## src/rtl/mux_n_channel_sel_pkg.sv

```systemverilog
// Shared constants for the SuperFX ALU source/destination selectors.
// Provides the select-width helper, default channels and R0..R15 indices.
package superfx_mux_pkg;

    typedef enum logic {
        SEL_DEFAULT = 1'b0,
        SEL_LOADED  = 1'b1
    } sel_state_t;

    function automatic int clog2(input int value);
        int r;
        r = 0;
        while ((1 << r) < value) begin
            r = r + 1;
        end
        return r;
    endfunction

    // Select fields never collapse to zero bits, even for a single channel.
    function automatic int sel_width(input int channels);
        return (clog2(channels) < 1) ? 1 : clog2(channels);
    endfunction

    localparam int ALU_SRC_DEFAULT_SEL = 0;
    localparam int ALU_DST_DEFAULT_SEL = 0;

    localparam logic [3:0] R0  = 4'd0;
    localparam logic [3:0] R1  = 4'd1;
    localparam logic [3:0] R2  = 4'd2;
    localparam logic [3:0] R3  = 4'd3;
    localparam logic [3:0] R4  = 4'd4;
    localparam logic [3:0] R5  = 4'd5;
    localparam logic [3:0] R6  = 4'd6;
    localparam logic [3:0] R7  = 4'd7;
    localparam logic [3:0] R8  = 4'd8;
    localparam logic [3:0] R9  = 4'd9;
    localparam logic [3:0] R10 = 4'd10;
    localparam logic [3:0] R11 = 4'd11;
    localparam logic [3:0] R12 = 4'd12;
    localparam logic [3:0] R13 = 4'd13;
    localparam logic [3:0] R14 = 4'd14;
    localparam logic [3:0] R15 = 4'd15;

endpackage

```

## src/rtl/mux_n_channel_sel_if.sv

```systemverilog
// Bus bundle between the selector and its datapath neighbours.
// master drives channels and select strobes; slave is the selector.
interface mux_n_channel_sel_if
    import superfx_mux_pkg::*;
#(
    parameter int WIDTH    = 16,
    parameter int CHANNELS = 16,
    parameter int SEL_W    = sel_width(CHANNELS)
);
    logic [CHANNELS*WIDTH-1:0] data_input;
    logic                      sel_load;
    logic [SEL_W-1:0]          sel_value;
    logic                      sel_clear;
    logic                      hold;
    logic [WIDTH-1:0]          selected_output;
    logic [SEL_W-1:0]          selected_index;
    logic                      sel_sticky;
    logic                      sel_error;

    modport master (
        output data_input, sel_load, sel_value, sel_clear, hold,
        input  selected_output, selected_index, sel_sticky, sel_error
    );

    modport slave (
        input  data_input, sel_load, sel_value, sel_clear, hold,
        output selected_output, selected_index, sel_sticky, sel_error
    );
endinterface

```

## src/rtl/mux_n_channel_sel_comb.sv

```systemverilog
// Purpose: CHANNELS:1 WIDTH-bit slice selector over a flattened channel bus.
// Latency: combinational. Backpressure: none.
module mux_n_comb #(
    parameter int WIDTH    = 16,
    parameter int CHANNELS = 16,
    parameter int SEL_W    = 4
) (
    input  logic [CHANNELS*WIDTH-1:0] data_input,
    input  logic [SEL_W-1:0]          index,
    output logic [WIDTH-1:0]          data
);
    always_comb begin
        data = '0;
        for (int k = 0; k < CHANNELS; k++) begin
            if (index == SEL_W'(k)) begin
                data = data_input[k*WIDTH +: WIDTH];
            end
        end
    end
endmodule

```

## src/rtl/mux_n_channel_sel.sv

```systemverilog
// Purpose: sticky-select registered N:1 selector; MUX_SEL_BYPASS_EN feeds the next select to the mux.
// Latency: data 1 cycle; select change 2 cycles (1 with MUX_SEL_BYPASS_EN). Backpressure: hold freezes output only.
module mux_n_channel_sel
    import superfx_mux_pkg::*;
#(
    parameter int WIDTH       = 16,
    parameter int CHANNELS    = 16,
    parameter int SEL_W       = sel_width(CHANNELS),
    parameter int DEFAULT_SEL = ALU_SRC_DEFAULT_SEL
) (
    input  logic clk,
    input  logic reset,
    mux_n_channel_sel_if.slave bus
);
    localparam logic [SEL_W-1:0] DEFAULT_SEL_V = SEL_W'(DEFAULT_SEL);
    // One extra bit so CHANNELS == 2**SEL_W still compares correctly.
    localparam logic [SEL_W:0]   CHAN_LIMIT    = (SEL_W+1)'(CHANNELS);

    sel_state_t        state;
    sel_state_t        state_next;
    logic [SEL_W-1:0]  cur_sel;
    logic [SEL_W-1:0]  cur_sel_next;
    logic [SEL_W-1:0]  mux_idx;
    logic [WIDTH-1:0]  mux_data;
    logic [WIDTH-1:0]  out_reg;
    logic              sticky;
    logic              err;
    logic              load_valid;

    always_comb begin
        load_valid   = bus.sel_load && ({1'b0, bus.sel_value} < CHAN_LIMIT);
        state_next   = state;
        cur_sel_next = cur_sel;
        // A valid prefix beats the end-of-instruction clear.
        if (load_valid) begin
            state_next   = SEL_LOADED;
            cur_sel_next = bus.sel_value;
        end else if (bus.sel_clear) begin
            state_next   = SEL_DEFAULT;
            cur_sel_next = DEFAULT_SEL_V;
        end
    end

`ifdef MUX_SEL_BYPASS_EN
    assign mux_idx = cur_sel_next;
`else
    assign mux_idx = cur_sel;
`endif

    mux_n_comb #(
        .WIDTH    (WIDTH),
        .CHANNELS (CHANNELS),
        .SEL_W    (SEL_W)
    ) u_mux (
        .data_input (bus.data_input),
        .index      (mux_idx),
        .data       (mux_data)
    );

    always_ff @(posedge clk) begin
        if (reset) begin
            state   <= SEL_DEFAULT;
            cur_sel <= DEFAULT_SEL_V;
            sticky  <= 1'b0;
            err     <= 1'b0;
            out_reg <= '0;
        end else begin
            state   <= state_next;
            cur_sel <= cur_sel_next;
            sticky  <= (state_next == SEL_LOADED);
            err     <= bus.sel_load && !load_valid;
            if (!bus.hold) begin
                out_reg <= mux_data;
            end
        end
    end

    assign bus.selected_output = out_reg;
    assign bus.selected_index  = cur_sel;
    assign bus.sel_sticky      = sticky;
    assign bus.sel_error       = err;
endmodule
```

## src/flat_wrapper.sv

```systemverilog
// flat-port wrapper written by rule: the top's interface ports become plain ports
module mux_n_channel_sel_flat import superfx_mux_pkg::*;
#(
    parameter int WIDTH       = 16,
    parameter int CHANNELS    = 16,
    parameter int SEL_W       = sel_width(CHANNELS),
    parameter int DEFAULT_SEL = ALU_SRC_DEFAULT_SEL
)
  (clk, reset, bus_data_input, bus_sel_load, bus_sel_value, bus_sel_clear, bus_hold, bus_selected_output, bus_selected_index, bus_sel_sticky, bus_sel_error);
  mux_n_channel_sel_if #(.WIDTH(WIDTH), .CHANNELS(CHANNELS), .SEL_W(SEL_W)) bus_i ();
  input  logic clk;
  input  logic reset;
  input wire logic [$bits(bus_i.data_input)-1:0] bus_data_input;
  input wire logic [$bits(bus_i.sel_load)-1:0] bus_sel_load;
  input wire logic [$bits(bus_i.sel_value)-1:0] bus_sel_value;
  input wire logic [$bits(bus_i.sel_clear)-1:0] bus_sel_clear;
  input wire logic [$bits(bus_i.hold)-1:0] bus_hold;
  output wire logic [$bits(bus_i.selected_output)-1:0] bus_selected_output;
  output wire logic [$bits(bus_i.selected_index)-1:0] bus_selected_index;
  output wire logic [$bits(bus_i.sel_sticky)-1:0] bus_sel_sticky;
  output wire logic [$bits(bus_i.sel_error)-1:0] bus_sel_error;
  assign bus_i.data_input = bus_data_input;
  assign bus_i.sel_load = bus_sel_load;
  assign bus_i.sel_value = bus_sel_value;
  assign bus_i.sel_clear = bus_sel_clear;
  assign bus_i.hold = bus_hold;
  assign bus_selected_output = bus_i.selected_output;
  assign bus_selected_index = bus_i.selected_index;
  assign bus_sel_sticky = bus_i.sel_sticky;
  assign bus_sel_error = bus_i.sel_error;
  mux_n_channel_sel #(.WIDTH(WIDTH), .CHANNELS(CHANNELS), .SEL_W(SEL_W), .DEFAULT_SEL(DEFAULT_SEL)) u_core (.clk(clk), .reset(reset), .bus(bus_i));
endmodule
```

## config.mk

```make
export PLATFORM = sky130hd
export DESIGN_NAME = mux_n_channel_sel_flat
export DESIGN_NICKNAME = d
export VERILOG_FILES = /design/src/rtl/mux_n_channel_sel_pkg.sv /design/src/rtl/mux_n_channel_sel_if.sv /design/src/rtl/mux_n_channel_sel_comb.sv /design/src/rtl/mux_n_channel_sel.sv /design/src/flat_wrapper.sv
export SDC_FILE = /design/constraint.sdc
export NUM_CORES = 1
export LEC_CHECK = 0
export ABC_CLOCK_PERIOD_IN_PS = 1940
export CAP_MARGIN = 0
export CORE_MARGIN = 5
export CORE_UTILIZATION = 34
export CTS_CLUSTER_SIZE = 25
export DETAILED_ROUTE_END_ITERATION = 7
export PLACE_DENSITY_LB_ADDON = 0.15
export SYNTH_ARGS = -nofsm -noshare
export SYNTH_HDL_FRONTEND = slang
export SYNTH_SLANG_ARGS = --single-unit
```

## constraint.sdc

```tcl
create_clock -name clk -period 1.94 [get_ports clk]
set_input_delay 0.194 -clock clk [delete_from_list [all_inputs] [get_ports clk]]
set_output_delay 0.194 -clock clk [all_outputs]
set_load 0.02 [all_outputs]
```

Word level (Yosys, flattened, before mapping)
Cells that the tools add are included.
Storage, ports and cells
  flip-flop bits (word level): 21
  output and inout bits: 22
Cells by class
  equality and inequality tests: 15
  muxes and demuxes: 20
  reduce and logical (&&, ||, !) cells: 2
Operators with widths (number)
  $mux W16: 16
  $eq A4 B4 Y1 const B: 8
  $eq A4 B3 Y1 const B: 4
  $eq A4 B2 Y1 const B: 2
  $mux W4: 2
  $eq A4 B1 Y1 const B: 1
  $logic_not A4 Y1: 1
  $mux W1: 2
  $reduce_bool A2 Y1: 1

Longest topological paths before layout
Gate-level depths: netlist of run 1.
  depth after elaboration: 17
  gate-level depth with buffers: 9
  depth with buffers taken out: 5

Hierarchy
Synthesis of run 1 repeated with hierarchy kept, for this count alone.
Unflattened totals
  cell total of the unflattened synthesis: 428
  area, all modules: 3355.7 um^2
Modules (own cells, without submodules)
  mux_n_comb: instances 1, cells an instance 354, area an instance 2592.5 um^2, seq. area each 0.0 um^2
  mux_n_channel_sel: instances 1, cells an instance 74, area an instance 763.2 um^2, seq. area each 420.4 um^2

Least setup slack after synthesis of run 1
No wires, ideal clock.
  path type: register to register
  from: register u_core.cur_sel[0], in the netlist u_core.bus.selected_index[0]
  to: register u_core.out_reg[11], in the netlist u_core.bus.selected_output[11]
  setup time: 0.117 ns
  arrival: 1.724 ns
  required time: 1.823 ns
  path slack: 0.099 ns
  stages on the path, launching flop included: 8
  buffers on the path: 2
  cells stage by stage: dfxtp_1 > buf_6 > buf_6 > mux4_2 > a21oi_1 > o32a_1 > o21ai_1 > a22o_1
Between the ends
  cells in the longest elaborated chain, start to end: 17
  elaborated cells between the ends (all ways): 32
Ends and longest elaborated chain
  start, declared: RTL line mux_n_channel_sel.sv:21  | logic [SEL_W-1:0] cur_sel;
  start signal, assigned: RTL line mux_n_channel_sel.sv:69  | cur_sel <= cur_sel_next;
  $logic_not A4 Y1: RTL line mux_n_channel_sel_comb.sv:15  | if (index == SEL_W'(k)) begin
  $mux W16 (15 in series): RTL line mux_n_channel_sel_comb.sv:15
  $mux W16 (*): RTL line mux_n_channel_sel_comb.sv:15
  end signal, assigned: RTL line mux_n_channel_sel.sv:73  | out_reg <= mux_data;
  end, declared: RTL line mux_n_channel_sel.sv:25  | logic [WIDTH-1:0] out_reg;
Every way passes the cells marked *; elsewhere a longest branch is shown, timed or not.
A chain may end at the register's enable or synchronous reset.

Worst setup path after layout of run 1
  from: register u_core.cur_sel[2], in the netlist u_core.bus.selected_index[2]
  to: register u_core.out_reg[6], in the netlist u_core.bus.selected_output[6]
The elaborated chain is that of the path after synthesis.

==> results by group, run 1 <==
Status
  • Status: completed

Detailed routing
  • Number of DRC markers in iteration 0: 407
  • Drt via density: 5.88
  • Wire length per cell: 22.6 um
  • DRC Markers: 0
  • DR pass1 iterations: 5
  • DRT Wirelength: 20400 um
  • Via count: 5318
  • Antenna-violating nets left: 0

Synthesis
  • Post-Syn Area: 0.00350 mm^2
  • Synth top cells by count: 64 x a21oi_1, 45 x nor2_1, 36 x o21ai_0, 29 x nand2_1, 21 x dfxtp_1
  • Post-Syn Instances: 487
  • Number of flops mapped to enable cells by yosys: 0
  • Post-Syn Nets: 752
  • Area contributors post-synth: dfxtp_1 12%, a21oi_1 9.2%, mux4_2 5.8%, o21ai_0 5.2%, nor2_1 4.8%
  • Yosys top cell area share: 12.0%
  • Post-synthesis sequential area ratio: 12.0%
  • Async SR Flop Fraction: 0%
  • Most common cell in the netlist: a21oi_1
  • Ys Warns: 0
  • Synth Register Bits: 21
  • Post-synth top area cell: dfxtp_1
  • Most used DFF post-synth: dfxtp_1
  • Unique masters post-synth: 66
  • Syn_area_per_cell: 7.18 um^2

Worst hold path
  • Hold Path End: u_core.bus.selected_output[3]
  • Worst hold start: u_core.bus.selected_output[3]
  • Path category of the worst min-delay check: reg -> reg
  • Hold Crit Depth: 2

STA
  • Final Max Tran Viols: 0
  • Final setup violating endpoints: 0
  • Final worst slack: 77.0 ps
  • Minimum clock period: 1860 ps
  • Skew final: 2.54 ps
  • Fin. Hold Viols: 0
  • Hold slack: 489 ps
  • Fmax: 0.537 GHz
  • Fin crit share: 96.0%

Layout
  • Final #Nets: 1034
  • Final core occ: 65.9%
  • Area growth, synth to finish: 91.9%
  • Fin area: 0.00671 mm^2
  • Diodes inserted: 0
  • Ratio of cells with drive above 1 in the final layout: 12.2%

Setup path
  • Crit Path Category: reg -> reg
  • Crit Path Max Fanout: 12
  • Worst reg2reg startpoint: u_core.bus.selected_index[2]
  • Crit-path cells: buf_4, nand4b_1, buf_4, o2111ai_1, a211oi_2
  • R2R Setup Slk: 80 ps
  • CP max stage cell: dfxtp_2
  • Critical Path Stages: 5
  • Data required, critical path: 2100 ps
  • Data arrival, critical path: 2020 ps
  • Reg2reg path depth: 5
  • Buf+Inv Stages, Crit Path: 2
  • R2r endpoint: u_core.bus.selected_output[6]
  • CP delay by family, top: buffers and inverters
  • Startpoint types: flip-flop
  • Most frequent CP cell: buf_4
  • CP Capture Type: flip-flop
  • Crit-path max cell delay: 490 ps

Power
  • Worst VDD drop: 0.228 mV
  • P per Cell Area: 327 mW/mm^2
  • Leak pwr: 2.46 nW
  • Total chip power: 2.19 mW

Clock tree
  • Max H-tree Level: 1
  • Hold Buf Count CTS: 0
  • Clk slew on worst S/H paths: 90 ps
  • Cts bufs inserted: 3
  • CTS Sinks: 21
  • CTS tree: done
  • Skew-Pair Late Insertion Delay: 280 ps
  • CTS max path bufs: 2
  • CTS Root Cell: clkbuf_8

Global route
  • M3 GR Usage: 5.98%
  • Grt met2 use: 55.1%
  • Top Usage Layer GRT: met2
  • Vias in the first global route: 5331
  • Antenna violations before repair: 0
  • GRT met1 Usage: 37.6%
  • GRT Util Overall: 30.7%
  • Largest net degree at the start of global routing: 38
  • Overflow after GRT: 0
  • First-pass GRT wire length: 30500 um

Placed design
  • PortBufs: 285
  • Placed Area: 0.00655 mm^2
  • HPWL after DPL: 16500 um
  • GPL Wtd Cong: 0.943
  • Place WS: -124 ps

Die
  • Die X: 111 um
  • Die ar.: 0.0124 mm^2
  • # rows: 37
  • Vert. Die Dim: 111 um
  • CORE AREA: 0.0102 mm^2
  • Initial Utilization: 34.3%
  • Top-Level Pins: 287

Job
  • Max_cap viols: 0
==> cell type report <==
cell class	count	area, um^2
Clock inverter	1	5.00
Inverter	20	75.1
Tap cell	136	170
Multi-Input combinational cell	393	2710
Timing Repair Buffer	330	3280
Clock buffer	3	41.3
Sequential cell	21	430
Fill cell	878	3470
==> report_power, final <==
part | leakage [nW] | switching (mW) | total (mW) | internal (mW)
Clock | 0.0255 | 0.172 | 0.316 | 0.144
Combinational | 2.26 | 0.542 | 1.38 | 0.839
Sequential | 0.176 | 0.0303 | 0.497 | 0.467
Total | 2.46 | 0.744 | 2.19 | 1.45
==> worst reg2reg max path, stage by stage (launching register included) <==
cell,delay (ps)
dfxtp_2,490
buf_4,200
nand4b_1,320
buf_4,300
o2111ai_1,330
a211oi_2,120
==> worst max-delay path by stage <==
stage                            startpoint                        endpoint
3_3_place_gp   u_core.bus.selected_index[3]   u_core.bus.selected_output[7]
5_1_grt        u_core.bus.selected_index[0]  u_core.bus.selected_output[11]
6_report       u_core.bus.selected_index[2]   u_core.bus.selected_output[6]
2_1_floorplan  u_core.bus.selected_index[0]  u_core.bus.selected_output[11]
3_5_place_dp   u_core.bus.selected_index[2]   u_core.bus.selected_output[7]
4_1_cts        u_core.bus.selected_index[1]  u_core.bus.selected_output[10]
==> cell families (layout without fill, tap and decap cells) <==
group           Yosys count  after routing  synth area share (%)
mux                      34             34                  13.4
simple gates            136            136                  19.4
flops                    21             21                  12.0
compound gates          222            222                  43.5
buf+inv                  73            354                  11.6
other cells               1              1                 0.107
==> flip-flops by register name, indices dropped and copies added (netlist names) <==
name,flops
u_core.bus.selected_index,4
u_core.bus.selected_output,16
u_core.state,1
==> timing repair <==
action | in CTS | in global routing
resized for setup | 3 | 11
pin swaps | 0 | 1
gates cloned | 0 | 2
endpoints found under the setup margin | 2 | 13
buffers inserted | 0 | 3
==> per-stage QoR <==
step,TNS [ps],instances
4_1_cts,0,899
2_1_floorplan,0,487
3_5_place_dp,-137,895
5_1_grt,-10.2,904
3_3_place_gp,-48.5,895
6_report,0,904
==> placed cells by master, fill, tap and decap left out, types with 12 or more instances in the layout <==
cell / n
a21oi_1: 64
a221o_1: 12
a2bb2oi_1: 14
buf_4: 37
clkdlybuf4s50_1: 285
dfxtp_1: 17
inv_1: 19
mux2_2: 13
mux2i_1: 12
nand2_1: 29
nor2_1: 45
o211ai_1: 12
o21ai_0: 36
o22ai_1: 12
==> layer usage <==
layer | vias to the layer above | share of wire [%]
met4 | 0 | 2.7
met3 | 42 | 7.7
li1 | 2433 | -
met2 | 314 | 51
met5 | - | 0
met1 | 2529 | 39
Note: power is estimated with default switching activity, not from simulation.
==> run 2: changes to the inputs <==
--- a/config.mk
+++ b/config.mk
@@ -9,6 +9,7 @@
 export CAP_MARGIN = 0
 export CORE_MARGIN = 5
 export CORE_UTILIZATION = 34
+export CTS_BUF_LIST = sky130_fd_sc_hd__clkbuf_16
 export CTS_CLUSTER_SIZE = 25
 export DETAILED_ROUTE_END_ITERATION = 7
 export PLACE_DENSITY_LB_ADDON = 0.15
==> run 2 against run 1 <==
Against the previous run:
- the run now ends with setup timing left
- sequential share of layout area about the same
- final area up 0.43%
- setup slack worse by 100 ps
- worst hold slack worse by 5.3 ps
- first-iteration DRC count up 8.1%
- fmax down 5.3%
- die area unchanged
- global-route usage about the same
- clock power up 47%
- critical path depth up 1
- utilization up 0.28 points
- largest cell class unchanged
==> results by group, run 2 (synthesis gave the netlist of run 1 again) <==
Placed design
  • Placed Cells: 895 (unchanged)
  • PortBufs: 285 (unchanged)
  • HPWL after DPL: 16500 um (unchanged)
  • GPL Wtd Cong: 0.943 (unchanged)

Power
  • Total chip power: 2.34 mW (was 2.19 mW)
  • Leak pwr: 2.47 nW (was 2.46 nW)
  • Worst VDD drop: 0.283 mV (was 0.228 mV)
  • P per Cell Area: 347 mW/mm^2 (was 327 mW/mm^2)

Global route
  • First-pass GRT wire length: 30500 um (about the same)
  • GRT Util Overall: 30.7% (about the same)
  • Vias in the first global route: 5344 (was 5331)
  • Antenna violations before repair: 0 (unchanged)
  • Overflow after GRT: 0 (unchanged)
  • Largest net degree at the start of global routing: 38 (unchanged)

Die
  • Die X: 111 um (unchanged)
  • Top-Level Pins: 287 (unchanged)
  • Die ar.: 0.0124 mm^2 (unchanged)
  • Vert. Die Dim: 111 um (unchanged)
  • Initial Utilization: 34.3% (unchanged)
  • # rows: 37 (unchanged)
  • CORE AREA: 0.0102 mm^2 (unchanged)

Layout
  • FF/Latch Area: 430 um^2 (unchanged)
  • Fillers: 872 (was 878)
  • Ratio of cells with drive above 1 in the final layout: 12.1% (was 12.2%)
  • Finished Layout Cells: 904 (unchanged)
  • Most common cell after layout, fill and taps aside: clkdlybuf4s50_1 (unchanged)
  • Area of the multi-input gates: 0.00270 mm^2 (was 0.00271 mm^2)
  • Final #Nets: 1034 (unchanged)
  • Number of flip-flops in the largest register: 16 (unchanged)
  • Area growth, synth to finish: 92.7% (was 91.9%)
  • Diodes inserted: 0 (unchanged)
  • Most frequent cells in the layout: 285 x clkdlybuf4s50_1, 64 x a21oi_1, 45 x nor2_1 (unchanged)

Detailed routing
  • Drt via density: 5.84 (was 5.88)
  • DRT Wirelength: 20400 um (about the same)
  • DR pass1 iterations: 5 (unchanged)
  • Via count: 5281 (was 5318)
  • DRC Markers: 0 (unchanged)
  • Wire length per cell: 22.6 um (about the same)
  • Antenna-violating nets left: 0 (unchanged)
  • Number of DRC markers in iteration 0: 440 (was 407)

Setup path
  • Data required, critical path: 2150 ps (was 2100 ps)
  • Crit Path Category: reg -> reg (unchanged)
  • Data arrival, critical path: 2170 ps (was 2020 ps)
  • R2R Setup Slk: -30 ps (was 80 ps)
  • CP Capture Type: flip-flop (unchanged)
  • Startpoint types: flip-flop (unchanged)
  • Crit Path Max Fanout: 17 (was 12)

Job
  • Max_cap viols: 0 (unchanged)

STA
  • Hold slack: 484 ps (was 489 ps)
  • Fin crit share: 101% (was 96.0%)
  • Final worst slack: -26.9 ps (was 77.0 ps)
  • Final setup violating endpoints: 1 (was 0)
  • Minimum clock period: 1970 ps (was 1860 ps)
  • Fin. Hold Viols: 0 (unchanged)
  • Skew final: 1.57 ps (was 2.54 ps)
  • Final Max Tran Viols: 0 (unchanged)
  • Fmax: 0.508 GHz (was 0.537 GHz)

Clock tree
  • CTS Sinks: 21 (unchanged)
  • Clk slew on worst S/H paths: 60 ps (was 90 ps)
  • Cts bufs inserted: 3 (unchanged)
  • CTS Root Cell: clkbuf_16 (was clkbuf_8)
  • Hold Buf Count CTS: 0 (unchanged)
  • Max H-tree Level: 1 (unchanged)
  • Skew-Pair Late Insertion Delay: 260 ps (was 280 ps)
  • CTS max path bufs: 2 (unchanged)
  • CTS tree: done (unchanged)

Status
  • Failing checks: setup timing
  • Status: complete, but fails checks (was completed)

Worst hold path
  • Path category of the worst min-delay check: reg -> reg (unchanged)
[run 2: cell types whose count changed in the layout (fill, tap and decap cells not counted)]
| cell | change |
|---|---|
| a2111oi_1 | +1 |
| a2111oi_2 | -1 |
| clkbuf_16 | +3 |
| clkbuf_8 | -3 |
[run 2: cell type report]
cell class | instances | share of cell area [%]
clock buffers | 3 | 1.11
repair buffers | 330 | 48.7
flip-flops and latches | 21 | 6.39
multi-input cells | 393 | 40.1
clock inverters | 1 | 0.0743
well taps | 136 | 2.52
inverters | 20 | 1.11
[run 2: through the flow]
stage / TNS (ps) / utilization [%] / instance area, um^2 / setup slack, ps
floorplan: 0 / - / 3500 / 98.8
global placement: -48.5 / 64.3 / 6550 / -48.5
detailed placement: -137 / 64.3 / 6550 / -124
CTS: 0 / 65.1 / 6630 / 18.4
global route: -2.33 / 66.2 / 6740 / -2.33
finish: -26.9 / 66.2 / 6740 / -26.9
[run 2: metal layers]
layer	GRT usage, %	up-vias	share of wire (%)
met1	37.6	2475	39
met3	5.92	37	8.2
met2	55.2	332	50
met4	7.79	0	2.6
li1	-	2437	-
met5	0	-	0
[run 2: worst paths after layout]
kind	from	end	cells past startpoint
setup / recovery	u_core.bus.selected_index[1]	u_core.bus.selected_output[10]	6
hold / removal	u_core.bus.selected_output[3]	u_core.bus.selected_output[3]	2
setup reg to reg	u_core.bus.selected_index[1]	u_core.bus.selected_output[10]	6
hold reg to reg	u_core.bus.selected_output[3]	u_core.bus.selected_output[3]	2
[run 2: report_power, final]
group / internal, mW / leakage [nW] / switching, mW
Clock: 0.278 / 0.0409 / 0.186
Combinational: 0.838 / 2.26 / 0.541
Sequential: 0.467 / 0.176 / 0.0307
Total: 1.58 / 2.47 / 0.758
[run 2: critical path, stage by stage (launching register included)]
cell and delay (ps):
dfxtp_2 340, buf_4 200, nand2b_1 160, a2111oi_1 500, o32ai_1 180, a22oi_1 330, o31a_1 190
[run 2: repair_timing]
action,in CTS,in global routing
hold endpoints to repair,0,0
resized for setup,3,10
pin swaps,0,1
buffers inserted,0,3
setup endpoints to repair,2,12
gates cloned,0,2
==> run 3: changes to the inputs <==
--- a/config.mk
+++ b/config.mk
@@ -5,7 +5,6 @@
 export SDC_FILE = /design/constraint.sdc
 export NUM_CORES = 1
 export LEC_CHECK = 0
-export ABC_CLOCK_PERIOD_IN_PS = 1940
 export CAP_MARGIN = 0
 export CORE_MARGIN = 5
 export CORE_UTILIZATION = 34
==> results of run 3 <==
Final layout, timing and power as in run 2 (identical DEF).
